--- src/rtl/bus_master_port.sv ---
// bus_master_port: initiator end of the single-bit serial storage bus.
// Takes one parallel read or write request at a time from the host. It sends
// the address (and the write data, for writes) onto the bus MSB first. For a
// read it waits for the slave's reply and returns the deserialised word.
//
// Ports
//   clk, reset        rising-edge clock, synchronous active-low reset
//   req, req_wren     host request strobe (sampled in idle only), 1 = write
//   req_addr          target address (ADN bits)
//   req_wdata         write data (N bits)
//   rd_ready          host can take read data; forwarded as bus_available
//   req_ack           one-cycle pulse when a request is captured
//   busy              high whenever a transfer is in progress
//   rd_valid          one-cycle pulse, rd_data holds a fresh word
//   rd_data           last successfully read word
//   err               one-cycle pulse on read timeout or truncated read data
//   validOut, wren    bus control to the slave
//   Address, DataOut  serial address / write-data bits, MSB first
//   BurstEn           always 0, single transfers only
//   bus_available     to slave BusAvailable
//   slave_ready       slave has finished a write
//   slave_hold        slave is stalled on bus_available (informational)
//   slave_valid       slave serial data qualifier (first cycle is a preamble)
//   slave_data        slave serial read data, MSB first
module bus_master_port #(
   parameter int unsigned N       = 8,
   parameter int unsigned ADN     = 12,
   parameter int unsigned TIMEOUT = 1023
) (
   input  logic           clk,
   input  logic           reset,
   input  logic           req,
   input  logic           req_wren,
   input  logic [ADN-1:0] req_addr,
   input  logic [N-1:0]   req_wdata,
   input  logic           rd_ready,
   output logic           req_ack,
   output logic           busy,
   output logic           rd_valid,
   output logic [N-1:0]   rd_data,
   output logic           err,
   output logic           validOut,
   output logic           wren,
   output logic           Address,
   output logic           DataOut,
   output logic           BurstEn,
   output logic           bus_available,
   input  logic           slave_ready,
   input  logic           slave_hold,
   input  logic           slave_valid,
   input  logic           slave_data
);

   localparam int unsigned BitCntW = $clog2(ADN + 1);
   localparam int unsigned ToCntW  = $clog2(TIMEOUT + 1);

   localparam logic [BitCntW-1:0] LastAddrBit  = BitCntW'(ADN - 1);
   localparam logic [BitCntW-1:0] DataStartBit = BitCntW'(ADN - N);
   localparam logic [BitCntW-1:0] LastDataBit  = BitCntW'(N - 1);
   localparam logic [ToCntW-1:0]  ToMax        = ToCntW'(TIMEOUT);

   typedef enum logic [2:0] {
      StIdle,
      StReq,
      StAddr,
      StWrEnd,
      StRdWait,
      StRdData
   } state_t;

   state_t             state;
   logic [ADN-1:0]     addrSr;
   logic [N-1:0]       dataSr;   // write data out, or read data in
   logic               isWrite;
   logic               wrGap;    // slave_ready seen, one settling cycle left
   logic [BitCntW-1:0] bitCnt;
   logic [ToCntW-1:0]  toCnt;

   logic unused_slave_hold;
   assign unused_slave_hold = slave_hold;

   assign BurstEn = 1'b0;

   // Follows rd_ready combinationally so the slave sees host back-pressure
   // without an extra cycle of latency.
   assign bus_available = (state == StRdData) || ((state == StRdWait) && rd_ready);

   always_ff @(posedge clk) begin
      if (!reset) begin
         state    <= StIdle;
         addrSr   <= '0;
         dataSr   <= '0;
         isWrite  <= 1'b0;
         wrGap    <= 1'b0;
         bitCnt   <= '0;
         toCnt    <= '0;
         req_ack  <= 1'b0;
         busy     <= 1'b0;
         rd_valid <= 1'b0;
         rd_data  <= '0;
         err      <= 1'b0;
         validOut <= 1'b0;
         wren     <= 1'b0;
         Address  <= 1'b0;
         DataOut  <= 1'b0;
      end else begin
         req_ack  <= 1'b0;
         rd_valid <= 1'b0;
         err      <= 1'b0;

         unique case (state)
            StIdle: begin
               if (req) begin
                  addrSr   <= req_addr;
                  dataSr   <= req_wdata;
                  isWrite  <= req_wren;
                  req_ack  <= 1'b1;
                  busy     <= 1'b1;
                  validOut <= 1'b1;
                  wren     <= req_wren;
                  Address  <= 1'b0;
                  DataOut  <= 1'b0;
                  bitCnt   <= '0;
                  state    <= StReq;
               end
            end

            StReq: begin
               Address <= addrSr[ADN-1];
               addrSr  <= addrSr << 1;
               // When ADN == N the data starts together with the first address bit.
               if (isWrite && (DataStartBit == '0)) begin
                  DataOut <= dataSr[N-1];
                  dataSr  <= dataSr << 1;
               end
               bitCnt <= '0;
               state  <= StAddr;
            end

            StAddr: begin
               if (bitCnt == LastAddrBit) begin
                  validOut <= 1'b0;
                  wren     <= 1'b0;
                  Address  <= 1'b0;
                  DataOut  <= 1'b0;
                  wrGap    <= 1'b0;
                  toCnt    <= '0;
                  state    <= isWrite ? StWrEnd : StRdWait;
               end else begin
                  Address <= addrSr[ADN-1];
                  addrSr  <= addrSr << 1;
                  // bitCnt + 1 is the index of the bit being put on the bus next.
                  if (isWrite && ((bitCnt + BitCntW'(1)) >= DataStartBit)) begin
                     DataOut <= dataSr[N-1];
                     dataSr  <= dataSr << 1;
                  end else begin
                     DataOut <= 1'b0;
                  end
                  bitCnt <= bitCnt + BitCntW'(1);
               end
            end

            StWrEnd: begin
               if (wrGap) begin
                  busy  <= 1'b0;
                  state <= StIdle;
               end else if (slave_ready) begin
                  wrGap <= 1'b1;
               end
            end

            StRdWait: begin
               // The first valid cycle is a preamble; data bits follow it.
               if (slave_valid) begin
                  bitCnt <= '0;
                  state  <= StRdData;
               end else if (toCnt == ToMax) begin
                  err   <= 1'b1;
                  busy  <= 1'b0;
                  state <= StIdle;
               end else begin
                  toCnt <= toCnt + ToCntW'(1);
               end
            end

            StRdData: begin
               if (!slave_valid) begin
                  err   <= 1'b1;
                  busy  <= 1'b0;
                  state <= StIdle;
               end else begin
                  dataSr <= {dataSr[N-2:0], slave_data};
                  if (bitCnt == LastDataBit) begin
                     rd_data  <= {dataSr[N-2:0], slave_data};
                     rd_valid <= 1'b1;
                     busy     <= 1'b0;
                     state    <= StIdle;
                  end else begin
                     bitCnt <= bitCnt + BitCntW'(1);
                  end
               end
            end

            default: state <= StIdle;
         endcase
      end
   end

endmodule

--- config.mk ---
export PLATFORM = sky130hd
export DESIGN_NAME = bus_master_port
export DESIGN_NICKNAME = d
export VERILOG_FILES = /design/src/rtl/bus_master_port.sv
export SDC_FILE = /design/constraint.sdc
export NUM_CORES = 1
export LEC_CHECK = 0
export CORE_MARGIN = 2
export CORE_UTILIZATION = 46
export DETAILED_ROUTE_END_ITERATION = 16
export PLACE_DENSITY = 0.7
export SETUP_SLACK_MARGIN = 0.05
export SYNTH_ARGS = -nofsm -noshare
export SYNTH_HDL_FRONTEND = slang
export SYNTH_SLANG_ARGS = --single-unit
--- constraint.sdc ---
create_clock -name clk -period 2.7 [get_ports clk]
set_clock_uncertainty 0.05 [all_clocks]
set_input_delay 0.405 -clock clk [delete_from_list [all_inputs] [get_ports clk]]
set_output_delay 0.405 -clock clk [all_outputs]
set_load 0.1 [all_outputs]
# After elaboration in Yosys (flattened, before gate mapping)
# Index checks and enable logic that the tools add are counted.
# classes
n_reduce_logical	25
n_mux	53
addsub	2
eq_ne	21
magnitude_cmp	1
# ops
cell	n
$pmux 12 s3	1
$mux 8	4
$mux 10	3
$mux 12	2
$mux 3	8
$pmux 8 s3	1
$mux 4	5
$ne 2x2->1 const B	10
$pmux 10 s2	1
$pmux 4 s5	1
$mux 1	19
$pmux 3 s6	1
$reduce_and 3->1	4
$reduce_and 6->1	2
$add 10x1->10 const B	1
$eq 10x10->1 const B	1
$pmux 1 s2	5
$reduce_and 2->1	5
$reduce_and 5->1	2
$eq 3x2->1 const B	2
$eq 3x3->1 const B	2
$ne 3x2->1 const B	2
$reduce_bool 2->1	3
$reduce_bool 3->1	2
other kinds (14)	15
# totals
out_inout_bits	18
reg_bits	55
wordCells	118

# Longest topological paths before layout
# depth
word_depth	6
depth_mapped	7
mapped_depth_nobuf	5

# Least setup slack after synthesis
# OpenSTA, ideal clock, no wires.
# synth_timing
path_type	reg2out
from	register state[2]
to	output port bus_available
arrival_ns	2.264
setup_slack_ns	-0.019
stages_incl_launch_ff	5
required_ns	2.245
cell_sequence	dfxtp_1 -> buf_2 -> clkbuf_1 -> nand2b_1 -> nor2_1
# synth_between
elab_chain_len	3
word_cells_on_any_way	4
cone_classes	eq/ne: 2; reduce/logical: 2
# synth_rtl
element	line_no	rtl
start, declared	71	state_t state;
start signal, assigned	90	state <= StIdle;
start signal, assigned	124	state <= StReq;
start signal, assigned	137	state <= StAddr;
$eq 3x3->1	86	assign bus_available = (state == StRdData) || ((state == StRdWait) && rd_ready);
$logic_and 1x1->1	86	
$logic_or 1x1->1 *	86	
end, declared	47	output logic bus_available,
# Every way passes the cells marked *; elsewhere a longest branch is shown, timed or not.

# Worst setup path after layout
# layout_timing
from	input port slave_valid
to	register toCnt[4]
# layout_between
elab_chain_len	2
# layout_rtl
element	line_no	rtl
start, declared	50	input logic slave_valid,
$ne 2x2->1 (no source line)	n/a	
$reduce_and 4->1 (no source line)	n/a	
end signal, assigned	182	toCnt <= toCnt + ToCntW'(1);
end, declared	77	logic [ToCntW-1:0] toCnt;
# No other way between the ends.
# A chain may end at the register's enable or synchronous reset.

==> out/metrics.csv <==
stage;metric;value;unit
outcome;status;finished clean;
synth;synth_top_area_frac;0.3790;
critical_path;r2r_cells;5;
hold_path;holdPathEnd;DataOut;
drt;dr_total_vias;2594;
clock_tree;numCtsBuffers;5;
hold_path;hp-start;DataOut;
floorplan;coreArea;0.006026;mm²
clock_tree;cts.sinks;55;
sta;fmax;469.3;MHz
flow_run;cap_viol_max_count;0;
critical_path;path_buf_inv;1;
layout;utilization;0.5849;
synth;synthCells;332;
critical_path;crit_required;2.89;ns
place;place.gp.congestion;0.8584;
drt;first_iter_violations;182;
critical_path;path_delay_family;simple AND/OR/NAND/NOR gates;
layout;layout_common_cells;dfxtp_1 (55), nor2_1 (30), buf_4 (30);
synth;yosysUniqueCellTypes;62;
global_route;grt.overflow.total;0;
sta;worst_slew_pin_slew;0.6585;ns
synth;avgSynthCellArea;8.751;µm²
drt;viasPerCell;5.803;
sta;finalMaxSlewViolations;0;
critical_path;slowest_delay;0.58;ns
critical_path;cp_data_arrival_time;2.32;ns
clock_tree;cts_tree;yes;
global_route;antenna_found_initial;0;
drt;drc_errors;0;
clock_tree;cts_resized;0;
hold_path;min_path_cells;2;
floorplan;initial_core_util;0.4821;
synth;synth_edf_count;0;
layout;mostFrequentLayoutCell;dfxtp_1;
power_and_ir_drop;ir_worst_vdd;0.4262;mV
synth;synth.yosys.seq_area_share;0.3790;
drt;first_pass_iters;5;
critical_path;regToRegSetupSlack;0.60;ns
sta;final-setup-viol-count;0;
synth;ys.flop_type;dfxtp_1;
drt;drt-wirelength-per-cell;14.88;µm
floorplan;ioPinCount;47;
global_route;grt.total_usage;0.1969;
global_route;grt_pass1_wl;11450;µm
global_route;grt_max_degree;27;
layout;nets;402;
power_and_ir_drop;leakagePower;1.332;nW
synth;yosys-top-cells-area;dfxtp_1 (38%), mux2i_1 (10%), nor2_1 (4.0%);
sta;final.min_clock_period;2.131;ns
synth;syn_nets;363;
critical_path;path_cells;clkdlybuf4s50_1, or4b_4, a41o_1, or4_1, o21ai_1;
layout;final_layout_size_suffix_gt1_frac;0.1317;
synth;yosys_register_bits;55;
synth;async_flop_share;0;
clock_tree;clkSlewWorstSetupHoldPaths;0.10;ns
synth;synth.largest_area_cell;dfxtp_1;
floorplan;rows;28;
layout;num_antenna_cells;0;
critical_path;timing.rr.start;state[0];
sta;slew_headroom;0.5600;
hold_path;min_path_type;flop to flop;
clock_tree;post-cts-setup-buffer-count;0;
critical_path;cp_max_fo;7;
clock_tree;clockBufferDepth;2;
critical_path;cp_slowest_cell;or4b_4;
floorplan;die_y;83.47;µm
global_route;first_global_vias;2378;
critical_path;critPathKind;input port to flop;
drt;drt_wl_total;6652;µm
layout;area_delta_synth_final;21.32;%
clock_tree;clk_latency;0.30;ns
critical_path;crit_path_start_kind;input port;
power_and_ir_drop;p_per_area;823.7;mW/mm²
clock_tree;cts_hold_buf;0;
place;hpwl;4651;µm
synth;syn_area;0.002905;mm²
critical_path;cp-end-kind;flop;
sta;hold_viol_final;0;
drt;ant_nets;0;
place;io_buffer_count;44;
critical_path;r2r-end;state[0];
floorplan;die-area;0.006967;mm²
clock_tree;h-tree-depth;2;
floorplan;die_w;83.47;µm
sta;fin_crit_sh;0.7892;
place;dp_slack;0.2719;ns
synth;yosysWarningCount;0;
sta;tns;0;ns
sta;rsz0062_at_grt;no;
sta;finalWorstSetupSlack;0.5693;ns
clock_tree;root_buffer;clkbuf_8;
[state kept, by name, indices dropped and copies added, names as in the netlist]
| name | count |
|---|---|
| wrGap | 1 |
| rd_valid | 1 |
| toCnt | 10 |
| req_ack | 1 |
| DataOut | 1 |
| bitCnt | 4 |
| busy | 1 |
| wren | 1 |
| validOut | 1 |
| err | 1 |
| isWrite | 1 |
| rd_data | 8 |
| dataSr | 8 |
| Address | 1 |
| state | 3 |
| addrSr | 12 |
[final cells by class]
type,count,area [µm²]
clock buffers,6,72.57
clock inverters,2,60.06
fillers,558,2501
inverters,3,11.26
multi-input cells,248,1670
flip-flops and latches,55,1101
well taps,75,93.84
repair buffers,58,515.5
[per-layer routing]
| metal | wire length (µm) | vias up | global-route usage |
|---|---|---|---|
| met5 | 0 | - | 0 |
| met4 | 55 | 0 | 0.06012 |
| met3 | 332 | 4 | 0.03264 |
| met2 | 3132 | 77 | 0.3211 |
| met1 | 3132 | 1203 | 0.2681 |
| li1 | - | 1310 | - |
[worst reg2reg max path, stage by stage (launching register included)]
cell	delay, ns
dfxtp_1	0.61
buf_4	0.24
or4bb_1	0.53
o211a_1	0.20
and4_1	0.20
o21a_1	0.18
[cell usage after synthesis, types with 3 or more instances]
cell,n
o21ai_0,19
and3_1,9
nor3_1,7
nand3_1,6
dfxtp_1,55
nor2_1,31
nand4_1,5
a31oi_1,4
buf_4,3
a211oi_1,12
inv_1,3
or4_1,4
o211ai_1,3
nand3b_1,6
buf_2,7
nand2_1,19
mux2i_1,29
a21boi_0,7
nand2b_1,10
clkbuf_1,12
buf_1,3
a21oi_1,22
o311ai_0,3
and2_1,4
o31ai_1,3
[how the worst max path moves through the flow]
stage,from,to,slack [ns],depth (start not counted)
floorplan,state[2],bus_available,0.43,4
global placement,slave_valid,toCnt[4],0.27,5
detailed placement,slave_valid,toCnt[4],0.27,5
CTS,slave_valid,toCnt[4],0.59,5
global route,bitCnt[0],bitCnt[1],0.45,5
finish,slave_valid,toCnt[4],0.57,5
[power breakdown]
| part | switching, W | total [W] | internal (W) |
|---|---|---|---|
| registers | 0.000118 | 0.00108 | 0.000966 |
| logic | 0.000678 | 0.00118 | 0.000499 |
| clock network | 0.000272 | 0.000643 | 0.000371 |
| total | 0.00107 | 0.00290 | 0.00184 |
[through the flow]
step / area, µm² / total power [W] / instances / hold slack [ns]
finish: 3525 / 0.002903 / 447 / 0.4244
floorplan: 2908 / 0.002007 / 332 / 0.3885
global route: 3525 / 0.003079 / 447 / 0.4581
CTS: 3525 / 0.002923 / 447 / 0.4306
global placement: 3392 / 0.002259 / 439 / 0.4051
detailed placement: 3392 / 0.002279 / 439 / 0.4138
[cell families after synthesis]
family / share of synthesized area
adder cells (fa/ha/maj): 0.008612
AND/OR/NAND/NOR: 0.2390
multiplexers: 0.1038
other: 0.001291
flip-flops: 0.3790
buffers and inverters: 0.04694
AO/OA/AOI/OAI: 0.2214
(Power assumes the default switching activity.)
